<file path="src/rtl/csr_file.sv">
// Machine-mode CSR file for the tartaruga core.
//
// Holds mstatus (MIE/MPIE, MPP fixed to M), mtvec, mscratch, mepc, mcause,
// mtval and the 64-bit mcycle/minstret counters. Executes RW/RS/RC CSR
// instructions, trap entry and mret, and flags illegal CSR accesses.
//
// Ports:
//   clk_i, rst_i          clock, synchronous active-high reset
//   csr_valid_i           CSR instruction issued this cycle
//   csr_op_i              01 RW, 10 RS, 11 RC, 00 no-op
//   csr_addr_i            CSR address
//   csr_wdata_i           rs1 value or zero-extended uimm
//   csr_rdata_o           old CSR value (combinational, 0 when idle/illegal)
//   csr_illegal_o         access is illegal, no state change
//   xcpt_i, xcpt_intr_i   take trap / trap is an interrupt
//   xcpt_code_i           cause code
//   xcpt_pc_i             faulting PC
//   xcpt_value_i          value for mtval
//   mret_i                mret retires this cycle
//   instr_retired_i       one instruction retired this cycle
//   trap_vector_o         trap target PC (combinational)
//   mret_pc_o             current mepc
//   irq_enable_o          mstatus.MIE
module csr_file #(
    parameter int unsigned XLEN        = 32,
    parameter logic [31:0] MTVEC_RESET = 32'h0000_0000
) (
    input  logic            clk_i,
    input  logic            rst_i,
    input  logic            csr_valid_i,
    input  logic [1:0]      csr_op_i,
    input  logic [11:0]     csr_addr_i,
    input  logic [XLEN-1:0] csr_wdata_i,
    output logic [XLEN-1:0] csr_rdata_o,
    output logic            csr_illegal_o,
    input  logic            xcpt_i,
    input  logic            xcpt_intr_i,
    input  logic [4:0]      xcpt_code_i,
    input  logic [XLEN-1:0] xcpt_pc_i,
    input  logic [XLEN-1:0] xcpt_value_i,
    input  logic            mret_i,
    input  logic            instr_retired_i,
    output logic [XLEN-1:0] trap_vector_o,
    output logic [XLEN-1:0] mret_pc_o,
    output logic            irq_enable_o
);

    localparam bit Is32 = (XLEN == 32);

    localparam logic [11:0] CsrMstatus   = 12'h300;
    localparam logic [11:0] CsrMtvec     = 12'h305;
    localparam logic [11:0] CsrMscratch  = 12'h340;
    localparam logic [11:0] CsrMepc      = 12'h341;
    localparam logic [11:0] CsrMcause    = 12'h342;
    localparam logic [11:0] CsrMtval     = 12'h343;
    localparam logic [11:0] CsrMcycle    = 12'hB00;
    localparam logic [11:0] CsrMinstret  = 12'hB02;
    localparam logic [11:0] CsrMcycleh   = 12'hB80;
    localparam logic [11:0] CsrMinstreth = 12'hB82;

    localparam logic [1:0] OpNone = 2'b00;
    localparam logic [1:0] OpRw   = 2'b01;
    localparam logic [1:0] OpRs   = 2'b10;
    localparam logic [1:0] OpRc   = 2'b11;

    logic            mie_q, mie_d;
    logic            mpie_q, mpie_d;
    logic [XLEN-1:0] mtvec_q, mtvec_d;
    logic [XLEN-1:0] mscratch_q, mscratch_d;
    logic [XLEN-1:0] mepc_q, mepc_d;
    logic [XLEN-1:0] mcause_q, mcause_d;
    logic [XLEN-1:0] mtval_q, mtval_d;
    logic [63:0]     mcycle_q, mcycle_d;
    logic [63:0]     minstret_q, minstret_d;

    logic [XLEN-1:0] mstatus_rd;
    logic [XLEN-1:0] csr_old;
    logic [XLEN-1:0] csr_new;
    logic            csr_impl;
    logic            wr_req;
    logic            csr_illegal;
    logic            csr_we;
    logic [XLEN-1:0] trap_base;

    always_comb begin
        mstatus_rd        = '0;
        mstatus_rd[12:11] = 2'b11;
        mstatus_rd[7]     = mpie_q;
        mstatus_rd[3]     = mie_q;
    end

    // Address decode and read mux
    always_comb begin
        csr_impl = 1'b1;
        csr_old  = '0;
        case (csr_addr_i)
            CsrMstatus:  csr_old = mstatus_rd;
            CsrMtvec:    csr_old = mtvec_q;
            CsrMscratch: csr_old = mscratch_q;
            CsrMepc:     csr_old = mepc_q;
            CsrMcause:   csr_old = mcause_q;
            CsrMtval:    csr_old = mtval_q;
            CsrMcycle:   csr_old = mcycle_q[XLEN-1:0];
            CsrMinstret: csr_old = minstret_q[XLEN-1:0];
            CsrMcycleh: begin
                if (Is32) csr_old = XLEN'(mcycle_q[63:32]);
                else      csr_impl = 1'b0;
            end
            CsrMinstreth: begin
                if (Is32) csr_old = XLEN'(minstret_q[63:32]);
                else      csr_impl = 1'b0;
            end
            default: csr_impl = 1'b0;
        endcase
    end

    // RS/RC with a zero operand is a pure read: no write, no side effects
    assign wr_req = csr_valid_i && (csr_op_i != OpNone) &&
                    !((csr_op_i != OpRw) && (csr_wdata_i == '0));

    assign csr_illegal = csr_valid_i &&
                         (!csr_impl || (wr_req && (csr_addr_i[11:10] == 2'b11)));

    // Traps and mret drop the whole concurrent CSR write
    assign csr_we = wr_req && !csr_illegal && !xcpt_i && !mret_i;

    always_comb begin
        case (csr_op_i)
            OpRw:    csr_new = csr_wdata_i;
            OpRs:    csr_new = csr_old | csr_wdata_i;
            OpRc:    csr_new = csr_old & ~csr_wdata_i;
            default: csr_new = csr_old;
        endcase
    end

    // Next-state logic: xcpt > mret > CSR write; counters always advance
    always_comb begin
        mie_d      = mie_q;
        mpie_d     = mpie_q;
        mtvec_d    = mtvec_q;
        mscratch_d = mscratch_q;
        mepc_d     = mepc_q;
        mcause_d   = mcause_q;
        mtval_d    = mtval_q;
        mcycle_d   = mcycle_q + 64'd1;
        minstret_d = minstret_q + 64'(instr_retired_i);

        if (xcpt_i) begin
            mepc_d             = xcpt_pc_i;
            mepc_d[1:0]        = 2'b00;
            mcause_d           = '0;
            mcause_d[XLEN-1]   = xcpt_intr_i;
            mcause_d[4:0]      = xcpt_code_i;
            mtval_d            = xcpt_value_i;
            mpie_d             = mie_q;
            mie_d              = 1'b0;
        end else if (mret_i) begin
            mie_d  = mpie_q;
            mpie_d = 1'b1;
        end else if (csr_we) begin
            case (csr_addr_i)
                CsrMstatus: begin
                    mie_d  = csr_new[3];
                    mpie_d = csr_new[7];
                end
                CsrMtvec: begin
                    mtvec_d    = csr_new;
                    mtvec_d[1] = 1'b0;
                end
                CsrMscratch: mscratch_d = csr_new;
                CsrMepc: begin
                    mepc_d      = csr_new;
                    mepc_d[1:0] = 2'b00;
                end
                CsrMcause: mcause_d = csr_new;
                CsrMtval:  mtval_d  = csr_new;
                // A written half replaces the increment; the other half holds
                CsrMcycle: begin
                    mcycle_d = 64'(csr_new);
                    if (Is32) mcycle_d[63:32] = mcycle_q[63:32];
                end
                CsrMinstret: begin
                    minstret_d = 64'(csr_new);
                    if (Is32) minstret_d[63:32] = minstret_q[63:32];
                end
                CsrMcycleh:   mcycle_d   = {csr_new[31:0], mcycle_q[31:0]};
                CsrMinstreth: minstret_d = {csr_new[31:0], minstret_q[31:0]};
                default: ;
            endcase
        end
    end

    always_ff @(posedge clk_i) begin
        if (rst_i) begin
            mie_q      <= 1'b0;
            mpie_q     <= 1'b0;
            mtvec_q    <= XLEN'(MTVEC_RESET);
            mscratch_q <= '0;
            mepc_q     <= '0;
            mcause_q   <= '0;
            mtval_q    <= '0;
            mcycle_q   <= '0;
            minstret_q <= '0;
        end else begin
            mie_q      <= mie_d;
            mpie_q     <= mpie_d;
            mtvec_q    <= mtvec_d;
            mscratch_q <= mscratch_d;
            mepc_q     <= mepc_d;
            mcause_q   <= mcause_d;
            mtval_q    <= mtval_d;
            mcycle_q   <= mcycle_d;
            minstret_q <= minstret_d;
        end
    end

    assign trap_base = {mtvec_q[XLEN-1:2], 2'b00};

    always_comb begin
        trap_vector_o = trap_base;
        if (mtvec_q[0] && xcpt_intr_i) begin
            trap_vector_o = trap_base + XLEN'({xcpt_code_i, 2'b00});
        end
    end

    assign csr_rdata_o   = (csr_valid_i && !csr_illegal) ? csr_old : '0;
    assign csr_illegal_o = csr_illegal;
    assign mret_pc_o     = mepc_q;
    assign irq_enable_o  = mie_q;

endmodule
</file>
<file path="config.mk">
export PLATFORM = sky130hd
export DESIGN_NAME = csr_file
export DESIGN_NICKNAME = d
export VERILOG_FILES = /design/src/rtl/csr_file.sv
export SDC_FILE = /design/constraint.sdc
export NUM_CORES = 1
export LEC_CHECK = 0
export CAP_MARGIN = 20
export CORE_ASPECT_RATIO = 1.5
export CORE_MARGIN = 2
export CORE_UTILIZATION = 45
export CTS_BUF_LIST = sky130_fd_sc_hd__clkbuf_8
export DETAILED_ROUTE_END_ITERATION = 6
export PLACE_DENSITY_LB_ADDON = 0.2
export SYNTH_ARGS = -nofsm -noshare
export SYNTH_HDL_FRONTEND = slang
export SYNTH_SLANG_ARGS = --single-unit
</file>
<file path="constraint.sdc">
create_clock -name clk_i -period 4 [get_ports clk_i]
set_input_delay 0.8 -clock clk_i [delete_from_list [all_inputs] [get_ports clk_i]]
set_output_delay 0.8 -clock clk_i [all_outputs]
set_load 0.05 [all_outputs]
</file>
==> flow_summary_export.csv <==
group,metric,value,unit
outcome,outcome,"finished, violations left",
outcome,violations,"design-rule violations",
finish,finalCoreUtilization,62.72,%
worst_setup_path,worstPathArrival,3150,ps
finish,fillers,3722,
sta,hold_ws,451.9,ps
sta,skew,32.66,ps
yosys,synth.most_common_cell,"nand2_1",
drt,dr.pass1.iters,7,
sta,drv_slew,0,
worst_setup_path,critical_path_class,"primary input to output port",
yosys,synth_top_cell_by_area,"dfxtp_1",
yosys,ys_async_sr_fraction,0,%
placed_design,routabilityCongestion,1.102,
placed_design,hpwlAfterDp,86600,µm
run,cap_viol_max_count,0,
clock_network,path_clk_slew,60,ps
yosys,synth_flop_cell,"dfxtp_1",
global_route,grt_pass1_wl,160800,µm
worst_setup_path,worst_setup_path_end_kind,"output port",
die,io_pins,220,
global_route,overflow,0,
power,p_seq_share,42.5,%
die,dieArea,0.04454,mm²
drt,drt-total-wl,113200,µm
finish,nets,3158,
die,rows,92,
min_path,hold_class,"flop to flop",
clock_network,cts_hold_buf,0,
yosys,avgSynthCellArea,7.428,µm²
worst_setup_path,cp_max_fo,8,
yosys,synthTopCellsByArea,"dfxtp_1 (30%), nand2_1 (8.3%), a21oi_1 (7.9%), o21ai_0 (3.5%), nand3_1 (3.3%)",
clock_network,cts-buffers-inserted,47,
placed_design,port_buffers,213,
power,leakagePower,0.009228,µW
drt,drtAntennaViolNets,0,
die,die_x,173.0,µm
yosys,yosys.cell_types.count,100,
die,start_util,45.75,%
yosys,synth_cells,2595,
clock_network,worstSkewPairLatency,630,ps
clock_network,cts.sinks,287,
yosys,seq_area_frac_synth,29.81,%
yosys,synth_edf_count,0,
finish,area_growth,37.10,%
global_route,antenna_found_initial,6,
power,max-vdd-ir-drop,353.1,µV
sta,fin_crit,3954,ps
power,p_per_area,263.1,mW/mm²
power,p_sw,2096,µW
sta,finalSetupViolations,0,
global_route,grt_pass1_vias,23750,
yosys,syn_area,0.01927,mm²
yosys,synth_top_area_share,29.81,%
yosys,yosys_register_bits,287,
drt,wl_per_cell,31.14,µm
clock_network,cts_tree,"yes",
power,p_comb_share,16.3,%
drt,first_iter_violations,3077,
worst_setup_path,critPathSlowestCell,"or4b_4",
yosys,yosys_warnings,0,
die,coreArea,0.04213,mm²
sta,relSlewSlack,34.67,%
worst_setup_path,startpoint_type,"primary input",
global_route,grtUsageTotal,49.17,%
power,power.internal,4856,µW
yosys,synthTopCellsByCount,"nand2_1 (428), a21oi_1 (303), dfxtp_1 (287), nor2_1 (164), o21ai_0 (135)",
clock_network,clock_path_buffers,3,
power,switching_share,30.15,%
clock_network,cts_max_level,2,
drt,avgViaCountPerCell,6.824,
worst_setup_path,cpPeakStageDelay,530,ps
die,die_y,257.5,µm
worst_setup_path,cp_common_cell,"buf_12",
global_route,grt_max_degree,111,
drt,vias,24800,
power,power_frac_clock,41.2,%
worst_setup_path,cp.required,3200,ps
sta,period_share,98.86,%
sta,tightest_slew,970.9,ps
clock_network,clock-root-buffer,"clkbuf_8",
sta,final_hold_viol_count,0,
drt,drcViolationCount,13,
sta,fmax,0.2529,GHz
worst_setup_path,cp_cell_sequence,"dlygate4sd2_1, or4b_4, buf_6, buf_12, nor4_4, buf_4, buf_12, a22o_1, a211oi_1, nor2_1, buf_4, buf_12",
finish,drive_gt1_share,21.51,%
==> placed cells by master, fill, tap and decap left out, types with 10 or more instances in the layout <==
master	synthesis	layout
mux4_2	16	16
nor3_1	61	59
dfxtp_1	287	286
inv_1	37	42
and3_1	45	43
buf_12	0	105
and4_1	18	18
mux2_2	26	26
a221oi_1	12	11
nor2_1	164	159
xnor2_1	67	64
a22o_1	11	11
nand2_1	428	427
and2_1	20	20
a32oi_1	17	17
nor4_1	36	34
a21oi_1	303	300
clkinv_2	0	10
a211oi_1	43	43
o21ai_1	12	13
buf_4	14	332
clkbuf_8	0	62
mux2i_1	33	33
xor2_1	28	28
or3_1	17	17
o21ai_0	135	134
o22ai_1	18	18
nand2b_1	12	12
nor4_2	15	16
a31oi_1	52	51
a311oi_1	11	11
nand4_1	57	57
or4_1	11	11
clkdlybuf4s50_1	0	138
nand3_1	127	125
o211ai_1	10	10
a22oi_1	44	42
a21oi_2	7	10
==> flip-flops by register name, summed over array words and instances (netlist names) <==
signal	flops
mcause_q	32
irq_enable_o	1
mtval_q	32
mpie_q	1
mret_pc_o	30
mtvec_q	31
mscratch_q	32
mcycle_q	64
minstret_q	64
==> cell families after synthesis <==
| group | after synthesis | synth area share (%) |
|---|---|---|
| simple gates | 1079 | 28.06 |
| compound gates | 801 | 26.43 |
| buf+inv | 247 | 5.589 |
| mux | 76 | 5.161 |
| fa+ha+maj | 9 | 0.6232 |
| flops | 287 | 29.81 |
| other cells | 1 | 0.01946 |
| xor+xnor | 95 | 4.317 |
==> final timing paths <==
check                           slack (ps)  cells after the start     startpoint             end
worst min register to register         450                      2   mcause_q[19]    mcause_q[19]
worst max register to register         270                      8   mcycle_q[38]    mcycle_q[63]
worst min-delay path                   450                      2   mcause_q[19]    mcause_q[19]
worst max-delay path                    50                     12  csr_addr_i[3]  csr_rdata_o[4]
==> cell type report <==
type,count,area [µm²],share of cell area [%]
Antenna cell,7,17.52,0.06629
Clock buffer,62,853.3,3.229
Clock inverter,23,163.9,0.6203
Inverter,37,138.9,0.5256
Multi-Input combinational cell,2064,12660,47.89
Sequential cell,287,5747,21.75
Tap cell,564,705.7,2.670
Timing Repair Buffer,590,6143,23.25
==> critical path: cells and delay by family <==
family | cells | cell delay (ps)
buf+inv | 7 | 1180
compound gates | 2 | 230
simple gates | 3 | 930
==> timing repair <==
item                       in CTS  in global routing
setup endpoints to repair      23                 20
setup buffers                   2                  9
pin swaps                       8                 13
gates cloned                    1                  0
gates resized for setup        25                 20
==> power by group through the flow <==
stage	Clock (µW)	Sequential (µW)	Combinational, µW
after floorplan	0	3070	411
after global placement	0	3020	1060
after detailed placement	0	3020	1070
after CTS	2840	2950	1080
after global routing	2980	2960	1150
final	2860	2960	1130
==> per-stage QoR <==
stage                     setup WS, ps  cell area (µm²)  instances  TNS [ps]  power (µW)
final                            45.69            26430       3634         0        6952
after global routing            -1.407            26410       3628    -1.407        7085
after CTS                        11.99            26280       3619         0        6865
after detailed placement        -242.1            25130       3531     -1718        4087
after global placement          -183.2            25130       3531     -1188        4073
after floorplan                  15.67            19310       2598         0        3480
==> routing by layer <==
layer  wire, µm  vias to the layer above  global-route usage, %
met4      13670                        0                  48.16
met1      36700                    11660                  52.73
met2      50740                     2009                  78.83
li1           -                    10490                      -
met5          0                        -                      0
met3      12050                      632                  11.26
(Power assumes the default switching activity.)
